<file path="src/rtl/cp2_fetch_stage.sv">
`timescale 1ns/1ps
// CP2 fetch stage: buffers CPU coprocessor words in a small FIFO and issues them one per cycle to decode.
// Build option CP2_FETCH_ILLEGAL_TRAP_EN: consume non-COP2 words without buffering and pulse illegal_instr.
module cp2_fetch_stage #(
  parameter int DEPTH = 4,
  parameter int AW    = 2
) (
  input  logic          clk,
  input  logic          rst,
  input  logic          cpu_cp2_valid,
  input  logic [31:0]   cpu_cp2_instr,
  output logic          cp2_cpu_ready,
  input  logic          stall,
  input  logic          flush,
  output logic [31:0]   fetch_instruction,
  output logic          decode_en,
  output logic [AW:0]   fifo_count,
  output logic          illegal_instr,
  output logic [1:0]    fsm_state
);

  // Handshake: a word transfers on a rising edge where cpu_cp2_valid and cp2_cpu_ready are both high;
  // the CPU keeps the word stable until then, and ready depends only on registered occupancy and flush.

  typedef enum logic [1:0] {
    S_EMPTY   = 2'd0,
    S_RUN     = 2'd1,
    S_STALLED = 2'd2
  } state_t;

  localparam logic [AW:0] FULL = (AW+1)'(DEPTH);

  logic [31:0]   mem_q [DEPTH];
  logic [AW-1:0] wr_ptr_q, wr_ptr_d;
  logic [AW-1:0] rd_ptr_q, rd_ptr_d;
  logic [AW:0]   count_q, count_d;
  logic [31:0]   fetch_q, fetch_d;
  logic          dec_q, dec_d;
  logic          ill_q, ill_d;
  state_t        state_q, state_d;

  logic          opcode_ok;
  logic          offer;
  logic          push;
  logic          pop;

`ifdef CP2_FETCH_ILLEGAL_TRAP_EN
  assign opcode_ok = (cpu_cp2_instr[31:26] == 6'b010010);
`else
  assign opcode_ok = 1'b1;
`endif

  assign cp2_cpu_ready = !flush && (count_q != FULL);
  assign offer         = cpu_cp2_valid && cp2_cpu_ready;
  assign push          = offer && opcode_ok;
  assign pop           = (count_q != '0) && !stall && !flush;

  always_ff @(posedge clk) begin
    if (push) begin
      mem_q[wr_ptr_q] <= cpu_cp2_instr;
    end
  end

  always_comb begin
    wr_ptr_d = wr_ptr_q;
    rd_ptr_d = rd_ptr_q;
    count_d  = count_q;
    fetch_d  = fetch_q;
    dec_d    = 1'b0;
    ill_d    = 1'b0;
    if (flush) begin
      wr_ptr_d = '0;
      rd_ptr_d = '0;
      count_d  = '0;
      fetch_d  = '0;
    end else begin
      if (push) begin
        wr_ptr_d = wr_ptr_q + 1'b1;
      end
      if (pop) begin
        rd_ptr_d = rd_ptr_q + 1'b1;
        fetch_d  = mem_q[rd_ptr_q];
        dec_d    = 1'b1;
      end
      case ({push, pop})
        2'b10:   count_d = count_q + 1'b1;
        2'b01:   count_d = count_q - 1'b1;
        default: count_d = count_q;
      endcase
      // A consumed-but-rejected word only exists when the opcode check is compiled in.
      ill_d = offer && !opcode_ok;
    end
  end

  always_comb begin
    state_d = state_q;
    if (flush) begin
      state_d = S_EMPTY;
    end else begin
      case (state_q)
        S_EMPTY: begin
          if (push) state_d = S_RUN;
        end
        S_RUN: begin
          if (stall) begin
            state_d = S_STALLED;
          end else if (pop && !push && (count_q == (AW+1)'(1))) begin
            state_d = S_EMPTY;
          end
        end
        S_STALLED: begin
          if (!stall) begin
            state_d = ((count_q != '0) || push) ? S_RUN : S_EMPTY;
          end
        end
        default: state_d = S_EMPTY;
      endcase
    end
  end

  always_ff @(posedge clk or negedge rst) begin
    if (!rst) begin
      wr_ptr_q <= '0;
      rd_ptr_q <= '0;
      count_q  <= '0;
      fetch_q  <= '0;
      dec_q    <= 1'b0;
      ill_q    <= 1'b0;
      state_q  <= S_EMPTY;
    end else begin
      wr_ptr_q <= wr_ptr_d;
      rd_ptr_q <= rd_ptr_d;
      count_q  <= count_d;
      fetch_q  <= fetch_d;
      dec_q    <= dec_d;
      ill_q    <= ill_d;
      state_q  <= state_d;
    end
  end

  assign fetch_instruction = fetch_q;
  assign decode_en         = dec_q;
  assign fifo_count        = count_q;
  assign illegal_instr     = ill_q;
  assign fsm_state         = state_q;

endmodule

</file>
<file path="config.mk">
export PLATFORM = sky130hd
export DESIGN_NAME = cp2_fetch_stage
export DESIGN_NICKNAME = d
export VERILOG_FILES = /design/src/rtl/cp2_fetch_stage.sv
export SDC_FILE = /design/constraint.sdc
export NUM_CORES = 1
export LEC_CHECK = 0
export ABC_AREA = 1
export CORE_ASPECT_RATIO = 0.5
export CORE_UTILIZATION = 33
export CTS_BUF_LIST = sky130_fd_sc_hd__clkbuf_16
export CTS_CLUSTER_SIZE = 40
export DETAILED_ROUTE_END_ITERATION = 7
export REMOVE_ABC_BUFFERS = 1
export SETUP_SLACK_MARGIN = 0.2
export SKIP_LAST_GASP = 1
export SLEW_MARGIN = 20
export SYNTH_ARGS = -nofsm -noshare
export SYNTH_HDL_FRONTEND = slang
export SYNTH_SLANG_ARGS = --single-unit
export TNS_END_PERCENT = 1
</file>
<file path="constraint.sdc">
create_clock -name clk -period 7.7 [get_ports clk]
set_input_delay 1.155 -clock clk [delete_from_list [all_inputs] [get_ports clk]]
set_output_delay 1.155 -clock clk [all_outputs]
set_load 0.005 [all_outputs]
</file>
Word level (Yosys, flattened, before mapping)

Memories as Yosys holds them, arrays and structs flattened.
Cells that the tools add are included.

RAM bits: 128
Flip-flop bits (word level): 42
Output and inout bits: 40
Memories kept: 1
Input bits: 37
Logic and storage cells: 55

Memory list:

| name  | words | bits a word | read ports | clocked after memory_dff | wr ports | RTL line | text |
|---|---|---|---|---|---|---|---|
| mem_q | 4     | 32          | 1          | 0                        | 1        | 33       | `logic [31:0] mem_q [DEPTH];` |

Eq/ne operators: 9
Muxes and demuxes: 19
Reduce and logical (&&, ||, !) cells: 16
Add/sub/neg operators: 4

Operators with widths:

| cell                                              | count |
|---|---|
| 2-to-1 mux 32 bit                                 | 2 |
| 2-to-1 mux 2 bit                                  | 9 |
| != test 3 bit (second input constant)             | 3 |
| logical AND 1 bit                                 | 6 |
| one-hot mux 2 bit (3 select lines)                | 1 |
| one-hot mux 3 bit (2 select lines)                | 1 |
| nonzero test 3 bit                                | 2 |
| 2-to-1 mux 1 bit                                  | 5 |
| adder 2 x 1 -> 2 bit (second input constant)      | 2 |
| == test 2 x 1 -> 1 bit (second input constant)    | 2 |
| == test 2 bit (second input constant)             | 2 |
| != test 4 bit (second input constant)             | 1 |
| nonzero test 2 bit                                | 2 |
| adder 3 x 1 -> 3 bit (second input constant)      | 1 |
| == test 3 x 1 -> 1 bit (second input constant)    | 1 |
| logical NOT 1 bit                                 | 3 |
| 2-to-1 mux 3 bit                                  | 1 |
| AND reduction 3 bit                               | 1 |
| subtractor 3 x 1 -> 3 bit (second input constant) | 1 |
| logical NOT 2 bit                                 | 1 |
| logical OR 1 bit                                  | 1 |

Depth between registers and ports, before layout

Depth after elaboration: 10
Gate-level depth with buffers: 10
Gate-level depth less buffers: 10

Worst setup path after synthesis

Ideal clock, no wire load.

Path kind: input port to flip-flop
From: input port flush
To: memory mem_q[0][0], enable pin
Path buffers: 0
Data required time: 7.279 ns
Setup slack: 4.529 ns
Arrival time: 2.749 ns
Library setup time: 0.421 ns
Cell stages on the path: 3
Cell sequence: inv_2 nand3_4 nor2_1

Word-level cells in the longest chain between the ends: 5

RTL lines:

| element                                | RTL line | text |
|---|---|---|
| from (decl)                            | 14       | `input logic flush,` |
| logical NOT 1 bit                      | 53       | `assign cp2_cpu_ready = !flush && (count_q != FULL);` |
| logical AND 1 bit                      | 53       |  |
| logical AND 1 bit                      | 54       | `assign offer = cpu_cp2_valid && cp2_cpu_ready;` |
| 2-to-1 mux 1 bit                       | 59       | `if (push) begin` |
| 2-to-1 mux 1 bit (implied by the code) | 60       | `mem_q[wr_ptr_q] <= cpu_cp2_instr;` |
| to (decl)                              | 33       |  |

No other way between the ends.

Worst setup path after layout

From: input port flush
To: output port cp2_cpu_ready

Word-level cells in the longest chain between the ends: 2

RTL lines:

| element           | RTL line | text |
|---|---|---|
| logical NOT 1 bit | 53       |  |
| logical AND 1 bit | 53       |  |
| to (decl)         | 12       | `output logic cp2_cpu_ready,` |

No other way between the ends.

==> results.txt <==
----------------------------------------------------
[Clock network]
  Sinks on the clock net ... 170
  CTS root buf ... clkbuf_16
  Number of buffers inserted to repair setup after CTS ... 0
  Insertion delay of the later-clocked pin in the worst-skew pair ... 0.42 ns
  Clock tree from TritonCTS ... yes
  Buffers from clock root to sink, at most ... 2
  Inserted Clock Buffers ... 17
  Clock-pin transition on the worst setup and hold timing paths ... 0.07 ns
  Number of instances resized during post-cts repair ... 0
  H-tree depth reported by CTS ... 4
  Post-CTS Hold Buffers ... 0

[Yosys]
  Post-synth cell types ... 28
  Most repeated cell in the gate-level netlist after synthesis ... edfxtp_1
  Synth top area cells ... edfxtp_1 57%, dfrtp_1 16%, o21ai_0 5.0%
  Number of instances in the synthesized netlist ... 538
  Seq cells post-synth ... 170
  Register area share after synthesis ... 0.729
  Mapped Avg Cell Area ... 12.5 um^2
  Mapped cell area ... 6710 um^2
  Number of synthesized flops with an enable pin ... 128
  Largest area contributor in the netlist ... edfxtp_1
  Asr flop ratio synth ... 0.247
  Count of warnings emitted by yosys ... 0
  Leading post-synthesis cells by instance count ... 128 x edfxtp_1, 73 x nand2_1, 72 x nor2_1, 67 x o21ai_0, 42 x dfrtp_1
  Area share of the largest cell type after synthesis ... 0.573
  Top flip-flop cell by instance count after synthesis ... edfxtp_1

[Setup path]
  Cell with the largest stage delay on the worst path ... clkdlybuf4s50_1
  Max Fanout on Critical Path ... 3
  Kind of launch point of the worst setup path ... input pin
  Bufs and invs on worst path ... 2
  CP cell instances ... clkdlybuf4s50_1 > a21oi_1 > clkdlybuf4s50_1
  Worst reg-to-reg setup slack ... 5.39 ns
  R2r worst-path depth ... 5
  Type of the setup path with the least slack ... in2out
  Worst EP arrival ... 2.29 ns
  Cell family contributing the most delay on the critical path ... buffers and inverters
  Cell type with the highest occurrence count on the critical path ... clkdlybuf4s50_1
  FF-to-FF Start ... fifo_count[0]$_DFFE_PN0P_
  Endpoint kind of the worst setup timing path ... output pin
  Worst reg2reg path endpoint ... mem_q[3][27]$_DFFE_PP_
  Peak per-stage delay on the critical path ... 0.52 ns
  Required time worst endpoint ... 6.55 ns

[Die]
  Die Area ... 20900 um^2
  # IOs ... 77
  Die boundary width ... 204 um
  Die outline height ... 103 um
  Placeable core area ... 19700 um^2
  Total number of placement rows ... 36
  Starting utilization of the core area ... 0.341

[STA]
  Accumulated negative setup slack ... 0 ns
  Total count of max-transition violations in the final report ... 0
  Maximum operating frequency ... 0.290 GHz
  Crit share post-route ... 0.448
  Final setup fails ... 0
  Tightest slew margin relative to the limit ... 0.297
  Final hold violation count ... 0
  Hold Worst Slack ... 0.511 ns
  Time the worst path needs with I/O delays and setup ... 3.45 ns
  Setup repair after global routing missed its margin ... no
  Transition at the pin with the smallest max-transition slack ... 1.05 ns
  Clock Skews ... 0.00987 ns
  Minimum setup slack in the final design ... 4.25 ns

[Global route]
  Number of antenna violations at the first check in global routing ... 0
  Via count of the first global-routing pass ... 4038
  Pin count of the biggest net entering global routing ... 69
  Total overflow reported by the global router ... 0
  Overall fraction of global-route tracks in use ... 0.134
  First-pass GRT wire length ... 21200 um

[Worst hold path]
  Class of the worst hold path ... reg2reg
  Hold Path Origin ... fetch_instruction[28]$_DFFE_PN0P_
  Worst hold path stage count ... 2
  Worst-case hold path end point ... fetch_instruction[28]$_DFFE_PN0P_

[Layout]
  Fraction of the core area covered by cells at the end of the flow ... 0.418
  Total number of nets in the final design ... 647
  Antenna diode instance count ... 0
  P&R area growth vs syn ... 22.6%
  Post-route insts no fill ... 881
  Fill cells ... 1802
  Fraction of final layout cells with drive strength greater than 1 ... 0.0862

[Place]
  Total half-perimeter wirelength after legalization and detailed placement ... 7580 um
  Routability congestion estimate ... 0.708
  Input/output buffers ... 75
  Worst slack after detailed placement ... 3.75 ns
  Number of cells after detailed placement ... 848

[Status]
  Result of the run ... finished clean

[Route]
  Wire length reported by the detailed router ... 13500 um
  Routed Antenna Nets ... 0
  Average vias per placed instance ... 4.74
  Routed length per instance ... 15.4 um
  Number of search-and-repair iterations in the first detailed-routing pass ... 4
  Via count ... 4172
  DRC violation total after the first TritonRoute iteration ... 264
  DR DRC count ... 0

[Pwr]
  Worst voltage drop across the vdd grid ... 151 uV
  Power density over the cells ... 306 nW/um^2
  Leakage power total ... 0.00305 uW

[Flow run]
  Maximum capacitance violations ... 0

----------------------------------------------------
==> stage by stage <==
| step | power (uW) | instance area (um^2) |
|---|---|---|
| after floorplan | 1460 | 6520 |
| after global placement | 1730 | 7640 |
| after detailed placement | 1740 | 7640 |
| after CTS | 2540 | 8200 |
| after global routing | 2650 | 8230 |
| final | 2520 | 8230 |
==> per-layer routing <==
layer  vias up  wire length [um]  part of all wire  GRT usage
li1       2037                 -                 -          -
met2        67              6550              0.48      0.228
met3        11               525             0.039     0.0294
met4         0               141             0.010     0.0503
met5         -                 0                 0          0
met1      2057              6300              0.47      0.169
==> tightest hold or removal path: stages (launching register included) <==
cell and delay, ns:
dfrtp_1 0.35, nand3_1 0.08, nand2_1 0.06
==> sequential cells by signal, indices dropped and copies added (netlist names) <==
name	count
mem_q	128
fsm_state	2
decode_en	1
wr_ptr_q	2
fetch_instruction	32
rd_ptr_q	2
fifo_count	3
==> cell usage in the layout (no fill, tap or decap), types with 4 or more instances in the layout <==
master and n:
dfrtp_1 41, clkbuf_16 17, o21ai_1 4, nor2_1 68
clkdlybuf4s50_1 74, inv_1 17, inv_6 7, edfxtp_1 128
nand3_1 40, ha_1 8, nand2_1 73, nand2_2 6
nor2_4 6, o21ai_0 67, clkinvlp_4 4, o22ai_1 32
==> power breakdown <==
part           switching (uW)  leakage (uW)  internal (uW)
clock                     375      0.000266            425
combinational             304       0.00106            232
sequential               84.8       0.00173           1100
==> how the worst max path moves through the flow <==
stage | start | to | slack (ns) | cells past startpoint
final | flush | cp2_cpu_ready | 4.25 | 3
after global routing | flush | mem_q[2][28]$_DFFE_PP_ | 4.04 | 4
after CTS | flush | mem_q[0][25]$_DFFE_PP_ | 4.19 | 4
after detailed placement | flush | mem_q[0][2]$_DFFE_PP_ | 3.75 | 4
after global placement | flush | mem_q[0][3]$_DFFE_PP_ | 3.82 | 4
after floorplan | flush | mem_q[0][0]$_DFFE_PP_ | 4.17 | 3
==> logic make-up (layout without fill, tap and decap cells) <==
family          count (synthesis)  count (layout)  share of synthesized area
fa+ha+maj                       8               8                     0.0149
flops                         170             170                      0.729
xor+xnor                        1               1                    0.00131
other cells                     1               1                   0.000559
simple gates                  198             198                      0.127
compound gates                108             108                     0.0872
buf+inv                        52             129                     0.0399
==> layout make-up <==
cell class	count	area (um^2)	share of cell area
clock inverter	15	134	0.0163
tap	266	333	0.0405
sequential	170	4900	0.596
inverter	20	80.1	0.00974
multi-input combinational	316	1580	0.192
timing repair buffer	77	776	0.0943
clock buffer	17	425	0.0517
Note: power is estimated with default switching activity, not from simulation.
